**src/rtl/adc_sample_monitor.sv**
```systemverilog
// Moving-average monitor for reassembled ADC samples: averages the last 2^AVG_LOG2
// codes, classifies each average against fixed limits and latches a sticky range fault.
module adc_sample_monitor #(
    parameter int          AVG_LOG2    = 3,
    parameter logic [11:0] HI_TH       = 12'd3000,
    parameter logic [11:0] LO_TH       = 12'd1000,
    parameter int          FAULT_COUNT = 4
) (
    input  logic        clk,
    input  logic        rst_n,
    input  logic [11:0] sample,
    input  logic        sample_valid,
    input  logic        clear_fault,
    output logic [11:0] avg,
    output logic        avg_valid,
    output logic        in_range,
    output logic        fault,
    output logic [1:0]  fault_code
);

    localparam int SUM_W = 12 + AVG_LOG2;
    localparam int WIN_D = 1 << AVG_LOG2;

    localparam logic [AVG_LOG2:0] FILL_FULL = {1'b1, {AVG_LOG2{1'b0}}};
    localparam logic [AVG_LOG2:0] FILL_ONE  = (AVG_LOG2 + 1)'(1);
    localparam logic [AVG_LOG2:0] FILL_LAST = FILL_FULL - FILL_ONE;

    localparam logic [1:0] DIR_NONE  = 2'b00;
    localparam logic [1:0] DIR_OVER  = 2'b01;
    localparam logic [1:0] DIR_UNDER = 2'b10;

    localparam logic [3:0] CNT_MAX  = 4'(FAULT_COUNT);
    localparam logic [3:0] CNT_ZERO = 4'd0;
    localparam logic [3:0] CNT_ONE  = 4'd1;

    // Stage 1: window storage and running sum
    logic [11:0]         win_r [WIN_D];
    logic [AVG_LOG2-1:0] ptr_r;
    logic [AVG_LOG2:0]   fill_r;
    logic [SUM_W-1:0]    sum_r;
    logic                upd_r;

    logic [11:0]         oldest_s;
    logic [SUM_W-1:0]    sum_nxt_s;

    // Stage 2: average and classification
    logic [11:0] avg_r;
    logic        avg_valid_r;
    logic        in_range_r;
    logic        over_r;
    logic        under_r;

    logic [11:0] avg_s;
    logic        over_s;
    logic        under_s;

    // Stage 3: trip tracking
    logic [3:0] cnt_r;
    logic [1:0] dir_r;
    logic       fault_r;
    logic [1:0] code_r;

    logic [1:0] cls_dir_s;
    logic [3:0] cnt_nxt_s;
    logic [1:0] dir_nxt_s;
    logic       fault_nxt_s;
    logic [1:0] code_nxt_s;

    // Until the window has been filled once, the slot being overwritten holds stale data
    always_comb begin
        oldest_s = 12'd0;
        if (fill_r == FILL_FULL) begin
            oldest_s = win_r[ptr_r];
        end else begin
            oldest_s = 12'd0;
        end
        sum_nxt_s = sum_r + SUM_W'(sample) - SUM_W'(oldest_s);
    end

    // Window RAM: no reset, fill gating masks its contents
    always_ff @(posedge clk) begin
        if (sample_valid) begin
            win_r[ptr_r] <= sample;
        end
    end

    // Running sum, write pointer, fill counter and first-stage update flag
    always_ff @(posedge clk or negedge rst_n) begin
        if (!rst_n) begin
            sum_r  <= '0;
            ptr_r  <= '0;
            fill_r <= '0;
            upd_r  <= 1'b0;
        end else begin
            upd_r <= sample_valid && (fill_r >= FILL_LAST);
            if (sample_valid) begin
                sum_r <= sum_nxt_s;
                ptr_r <= ptr_r + AVG_LOG2'(1);
                if (fill_r != FILL_FULL) begin
                    fill_r <= fill_r + FILL_ONE;
                end
            end
        end
    end

    // Truncating divide by the window depth; the quotient always fits 12 bits
    always_comb begin
        avg_s   = 12'(sum_r >> AVG_LOG2);
        over_s  = (avg_s > HI_TH);
        under_s = (avg_s < LO_TH);
    end

    // Average register and range classification
    always_ff @(posedge clk or negedge rst_n) begin
        if (!rst_n) begin
            avg_r       <= 12'd0;
            avg_valid_r <= 1'b0;
            in_range_r  <= 1'b1;
            over_r      <= 1'b0;
            under_r     <= 1'b0;
        end else begin
            avg_valid_r <= upd_r;
            if (upd_r) begin
                avg_r      <= avg_s;
                in_range_r <= !(over_s || under_s);
                over_r     <= over_s;
                under_r    <= under_s;
            end
        end
    end

    // Direction of the average presented this cycle
    always_comb begin
        cls_dir_s = DIR_NONE;
        if (over_r) begin
            cls_dir_s = DIR_OVER;
        end else if (under_r) begin
            cls_dir_s = DIR_UNDER;
        end else begin
            cls_dir_s = DIR_NONE;
        end
    end

    // Trip counter and fault latch; clear_fault overrides any classification this cycle
    always_comb begin
        cnt_nxt_s   = cnt_r;
        dir_nxt_s   = dir_r;
        fault_nxt_s = fault_r;
        code_nxt_s  = code_r;
        if (clear_fault) begin
            cnt_nxt_s   = CNT_ZERO;
            dir_nxt_s   = DIR_NONE;
            fault_nxt_s = 1'b0;
            code_nxt_s  = DIR_NONE;
        end else if (avg_valid_r) begin
            if (cls_dir_s == DIR_NONE) begin
                cnt_nxt_s = CNT_ZERO;
                dir_nxt_s = DIR_NONE;
            end else if (cls_dir_s == dir_r) begin
                if (cnt_r != CNT_MAX) begin
                    cnt_nxt_s = cnt_r + CNT_ONE;
                end else begin
                    cnt_nxt_s = cnt_r;
                end
                dir_nxt_s = dir_r;
            end else begin
                cnt_nxt_s = CNT_ONE;
                dir_nxt_s = cls_dir_s;
            end

            if ((cnt_nxt_s == CNT_MAX) && !fault_r && (cls_dir_s != DIR_NONE)) begin
                fault_nxt_s = 1'b1;
                code_nxt_s  = cls_dir_s;
            end else begin
                fault_nxt_s = fault_r;
                code_nxt_s  = code_r;
            end
        end else begin
            cnt_nxt_s   = cnt_r;
            dir_nxt_s   = dir_r;
            fault_nxt_s = fault_r;
            code_nxt_s  = code_r;
        end
    end

    // Trip state registers
    always_ff @(posedge clk or negedge rst_n) begin
        if (!rst_n) begin
            cnt_r   <= CNT_ZERO;
            dir_r   <= DIR_NONE;
            fault_r <= 1'b0;
            code_r  <= DIR_NONE;
        end else begin
            cnt_r   <= cnt_nxt_s;
            dir_r   <= dir_nxt_s;
            fault_r <= fault_nxt_s;
            code_r  <= code_nxt_s;
        end
    end

    assign avg        = avg_r;
    assign avg_valid  = avg_valid_r;
    assign in_range   = in_range_r;
    assign fault      = fault_r;
    assign fault_code = code_r;

endmodule

```
**config.mk**
```make
export PLATFORM = sky130hd
export DESIGN_NAME = adc_sample_monitor
export DESIGN_NICKNAME = d
export VERILOG_FILES = /design/src/rtl/adc_sample_monitor.sv
export SDC_FILE = /design/constraint.sdc
export NUM_CORES = 1
export LEC_CHECK = 0
export BUFFER_PORTS_ARGS = -buffer_cell sky130_fd_sc_hd__buf_4
export CAP_MARGIN = 30
export CORE_UTILIZATION = 45
export CTS_CLUSTER_SIZE = 14
export DETAILED_ROUTE_END_ITERATION = 6
export GPL_ROUTABILITY_DRIVEN = 0
export GPL_TIMING_DRIVEN = 0
export SYNTH_ARGS = -nofsm -noshare
export SYNTH_HDL_FRONTEND = slang
export SYNTH_SLANG_ARGS = --single-unit
```
**constraint.sdc**
```tcl
create_clock -name clk -period 7.4 [get_ports clk]
set_input_delay 0.37 -clock clk [delete_from_list [all_inputs] [get_ports clk]]
set_output_delay 0.37 -clock clk [all_outputs]
set_load 0.05 [all_outputs]
```
# Word level (Yosys, flattened, before mapping)

Memory sizes are Yosys's and may differ from the RTL's.
Cells that the tools add are included.

Muxes and demuxes: 22
$add $sub $neg: 5
Reduce and logical (&&, ||, !) cells: 13
Eq/ne operators: 6
Order comparisons: 3

Operators by type and width:

| cell                                                         | number |
|---|---|
| two-way mux 4 bit                                            | 7 |
| two-way mux 2 bit                                            | 9 |
| adder 15 x 12 -> 15 bit                                      | 1 |
| subtractor 15 x 12 -> 15 bit                                 | 1 |
| greater-than comparator 12 bit, second input constant        | 1 |
| less-than comparator 12 x 10 -> 1 bit, second input constant | 1 |
| two-way mux 12 bit                                           | 1 |
| adder 4 x 1 -> 4 bit, second input constant                  | 2 |
| AND reduction 2 bit                                          | 3 |
| nonzero test 2 bit                                           | 3 |
| two-way mux 1 bit                                            | 5 |
| == test 4 x 3 -> 1 bit, second input constant                | 1 |
| == test 4 bit, second input constant                         | 1 |
| >= comparator 4 x 3 -> 1 bit, second input constant          | 1 |
| inequality test 4 x 3 -> 1 bit, second input constant        | 1 |
| inequality test 4 bit, second input constant                 | 1 |
| adder 3 x 1 -> 3 bit, second input constant                  | 1 |
| logical AND 1 bit                                            | 3 |
| inequality test 3 bit, second input constant                 | 1 |
| == test 2 bit                                                | 1 |
| logical NOT 1 bit                                            | 2 |
| logical NOT 2 bit                                            | 1 |
| logical OR 1 bit                                             | 1 |

Bits in registers: 48
Memories: 1
Input port bits: 16
Bits in writable memories: 96

Memory list:

| memory | depth | bits a word | read ports | clocked after Yosys merged registers in | wr ports | RTL line | RTL |
|---|---|---|---|---|---|---|---|
| win_r  | 8     | 12          | 1          | 0                                       | 1        | 37       | `logic [11:0] win_r [WIN_D];` |

# Longest topological paths before layout

Depth in word-level cells: 13
Depth in mapped cells: 15
Gate-level depth less buffers: 14

# Worst setup path after synthesis

Ideal clock, no wire load.

Path kind: register to register
Start point: reg ptr_r[0]
End point: reg sum_r[14]
Stages on the path, launching flop included: 13
Path slack: 3.857 ns
Buffers on the path: 2
Library setup time: 0.104 ns
Period minus slack after synthesis: 3.543 ns
Data arrival time: 3.439 ns
Required time: 7.296 ns
Path through: dfrtp_1 > buf_4 > buf_4 > mux4_2 > mux2i_1 > nor2_1 > fa_1 > fa_1 > and2b_1 > o2111ai_1 > and4b_4 > or2_0 > o311ai_1

Word-level cells in the longest chain between the ends: 3

Ends and longest elaborated chain:

| element                      | RTL line | RTL |
|---|---|---|
| start: declaration           | 38       | `logic [AVG_LOG2-1:0] ptr_r;` |
| start signal: assignment     | 98       | `ptr_r <= ptr_r + AVG_LOG2'(1);` |
| memory read (8 x 12 bit)     | -        |  |
| two-way mux 12 bit           | 72       | `if (fill_r == FILL_FULL) begin` |
| subtractor 15 x 12 -> 15 bit | 77       | `sum_nxt_s = sum_r + SUM_W'(sample) - SUM_W'(oldest_s);` |
| end signal: assignment       | 97       | `sum_r <= sum_nxt_s;` |
| end: declaration             | 40       | `logic [SUM_W-1:0] sum_r;` |

Every way passes these cells.
A chain may end at the register's enable or synchronous reset.

# Worst setup path after layout

Start point: reg ptr_r[2]
End point: reg sum_r[12]

Same word-level chain as after synthesis.

==> flow_summary.yaml <==
cts:
  cts.sinks: 144
  clk_latency_ns: 0.43
  clkTransAtPathRegs_ns: 0.06
  numCtsBuffers: 17
  post_cts.repair.setup_buffers: 0
  clock_path_buffers: 2
  cts_root_buf: "clkbuf_16"
  cts_tree: "yes"
  htreeDepth: 4
grt:
  grt_pass1_wl_mm: 22.01
  grt_pass1_vias: 4172
  grt_max_degree: 49
  grt_usage_pct: 18.65
  antenna_found_initial: 0
  grt_overflow: 0
synthesis:
  synth_top_area_share_pct: 41.50
  post-synth-top-count-cell: "edfxtp_1"
  synth_edf_count: 96
  ys_warn_count: 0
  async_reset_ff_share_pct: 33.33
  synthesis.area_sq_um: 6947
  ys_seq_area_share_pct: 58.81
  synth_cells: 505
  synth_area_leaders: "edfxtp_1 (41%), dfrtp_1 (17%), mux4_2 (7.8%)"
  yosys-top-cells-count: "edfxtp_1 (96), inv_1 (62), dfrtp_1 (47), nor2_1 (39), mux4_2 (24)"
  avgSynthCellArea_sq_um: 13.76
  synthFlopType: "edfxtp_1"
  synth_top_area_cell: "edfxtp_1"
  syn-num-nets: 556
  ys_ff_latch: 144
  yosysUniqueCellTypes: 57
sta:
  timing.hold.ws_ns: 0.1789
  rsz0062_at_grt: "false"
  setup_violations: 0
  fin_ws_ns: 3.245
  fmax_mhz: 240.7
  timing.final.crit_share_pct: 56.15
  hold_viol: 0
  fin_crit_ns: 4.155
  relSlewSlack_pct: 45.58
  worst_slew_pin_slew_ns: 0.8132
  finClkSkew_ns: 0.007908
  maxSlewViolCount: 0
  finalSetupTns_ns: 0
worst_setup_path:
  crit_fanout: 10
  start_kind: "flip-flop"
  path_cells: "clkbuf_1 > buf_2 > mux4_2 > mux2i_1 > nor2_1 > fa_1 > fa_1 > and2b_1 > o2111ai_1 > and4b_4 > or2_0 > o311ai_1"
  worstSetupPathType: "flip-flop to flip-flop"
  crit_path_end_kind: "flip-flop"
  cp_data_arrival_time_ns: 4.47
  cp.required_ns: 7.72
  critPathMaxStageDelay_ns: 0.50
  path_common_cell: "fa_1"
  r2r_slack_ns: 3.24
  cp_slowest_cell: "fa_1"
drt:
  wl_per_cell_microns: 17.58
  drt-pass1-iter-count: 5
  routed_wl_mm: 13.47
  drc_errors: 0
  ant_nets: 0
  viasPerCell: 5.359
  vias: 4105
  drt_iter0_markers: 262
floorplanning:
  die_area_sq_um: 15940
  die_h_microns: 126.2
  coreArea_sq_um: 15150
  rows: 45
  pin_count: 33
  die_x_microns: 126.2
  initial_core_util_pct: 45.87
power_and_ir_drop:
  finalPower_mw: 3.657
  max-vdd-ir-drop_mv: 0.1904
  power_density_nw_per_um2: 450.2
  leakage_nw: 3.239
finish:
  fin_area_sq_um: 8122
  num-fill-cells: 1287
  stdcell_count: 766
  fin_util_pct: 53.62
  areaGrowthSynthToFinish_pct: 16.91
  drive_above_1_share_pct: 22.32
  nNetsFinal: 616
  diodes: 0
placement:
  post_dp_cell_area_sq_um: 7515
  hpwl_mm: 9.898
  portBuffers: 32
  dp_cells: 733
  pre_cts_slack_ns: 3.252
status:
  status: "complete, no violations"
hold_path:
  hp-class: "primary input to flip-flop"
job:
  maxCapViolCount: 0
critical path, delay by kind of cell (launching register included):
kind,cells,cell delay (ns)
AND/OR/NAND/NOR,4,0.84
flip-flops,1,0.32
multiplexers,2,0.59
buffers and inverters,2,0.88
adder cells (fa/ha/maj),2,0.98
AO/OA/AOI/OAI,2,0.43
path summary, 6_finish.rpt:
kind	startpoint	end	cells past startpoint
worst max-delay path	ptr_r[2]	sum_r[12]	12
worst min-delay path	sample[2]	win_r[7][2]	1
worst max register to register	ptr_r[2]	sum_r[12]	12
worst min register to register	upd_r	avg_valid	0
max in group asynchronous	rst_n	sum_r[0]	2
min in group asynchronous	rst_n	cnt_r[0]	2
cells in the final DEF, fill, tap and decap left out, types with 22 or more instances in the layout:
cell type	count
mux2i_1	22
inv_1	62
buf_4	36
dfrtp_1	47
a21oi_1	22
mux4_2	24
ha_1	23
edfxtp_1	96
nand2_1	22
nor2_1	39
kinds of logic after synthesis:
| family | after synthesis | synth area share, % |
|---|---|---|
| AO/OA/AOI/OAI | 67 | 6.286 |
| XOR/XNOR | 12 | 1.513 |
| adder cells (fa/ha/maj) | 35 | 7.601 |
| buffers and inverters | 78 | 4.413 |
| flip-flops | 144 | 58.81 |
| multiplexers | 63 | 13.76 |
| AND/OR/NAND/NOR | 106 | 7.619 |
registers in the layout, summed over array words and instances, names as in the netlist:
name and cells:
upd_r 1, sum_r 15, fill_r 4, fault 1
under_r 1, avg 12, avg_valid 1, in_range 1
over_r 1, cnt_r 4, fault_code 2, win_r 96
dir_r 2, ptr_r 3
cell type report:
| cell class | instances | area [sq um] | share of cell area [%] |
|---|---|---|---|
| Buffer | 16 | 73.82 | 0.9090 |
| Clock buffer | 17 | 425.4 | 5.238 |
| Clock inverter | 15 | 171.4 | 2.111 |
| Inverter | 62 | 232.7 | 2.866 |
| Multi-Input combinational cell | 283 | 2565 | 31.58 |
| Sequential cell | 144 | 4085 | 50.30 |
| Tap cell | 188 | 235.2 | 2.896 |
| Timing Repair Buffer | 41 | 332.8 | 4.098 |
metal layers:
layer  routed length [microns]  GRT usage (%)
met5                         0              0
met4                       226          7.725
met1                      6112          24.24
met2                      6688          30.74
met3                       444          3.653
report_power, final:
group	internal, mW	leakage, nW	switching [mW]
clock network	0.507	0.294	0.354
registers	1.06	1.46	0.102
logic	0.687	1.49	0.946
total	2.25	3.24	1.40
timing repair:
item | CTS | global route
hold buffers | 1 | 0
endpoints found under the hold margin | 47 | 0
resized for setup | 0 | 0
Power figures use the tool's default switching activity.
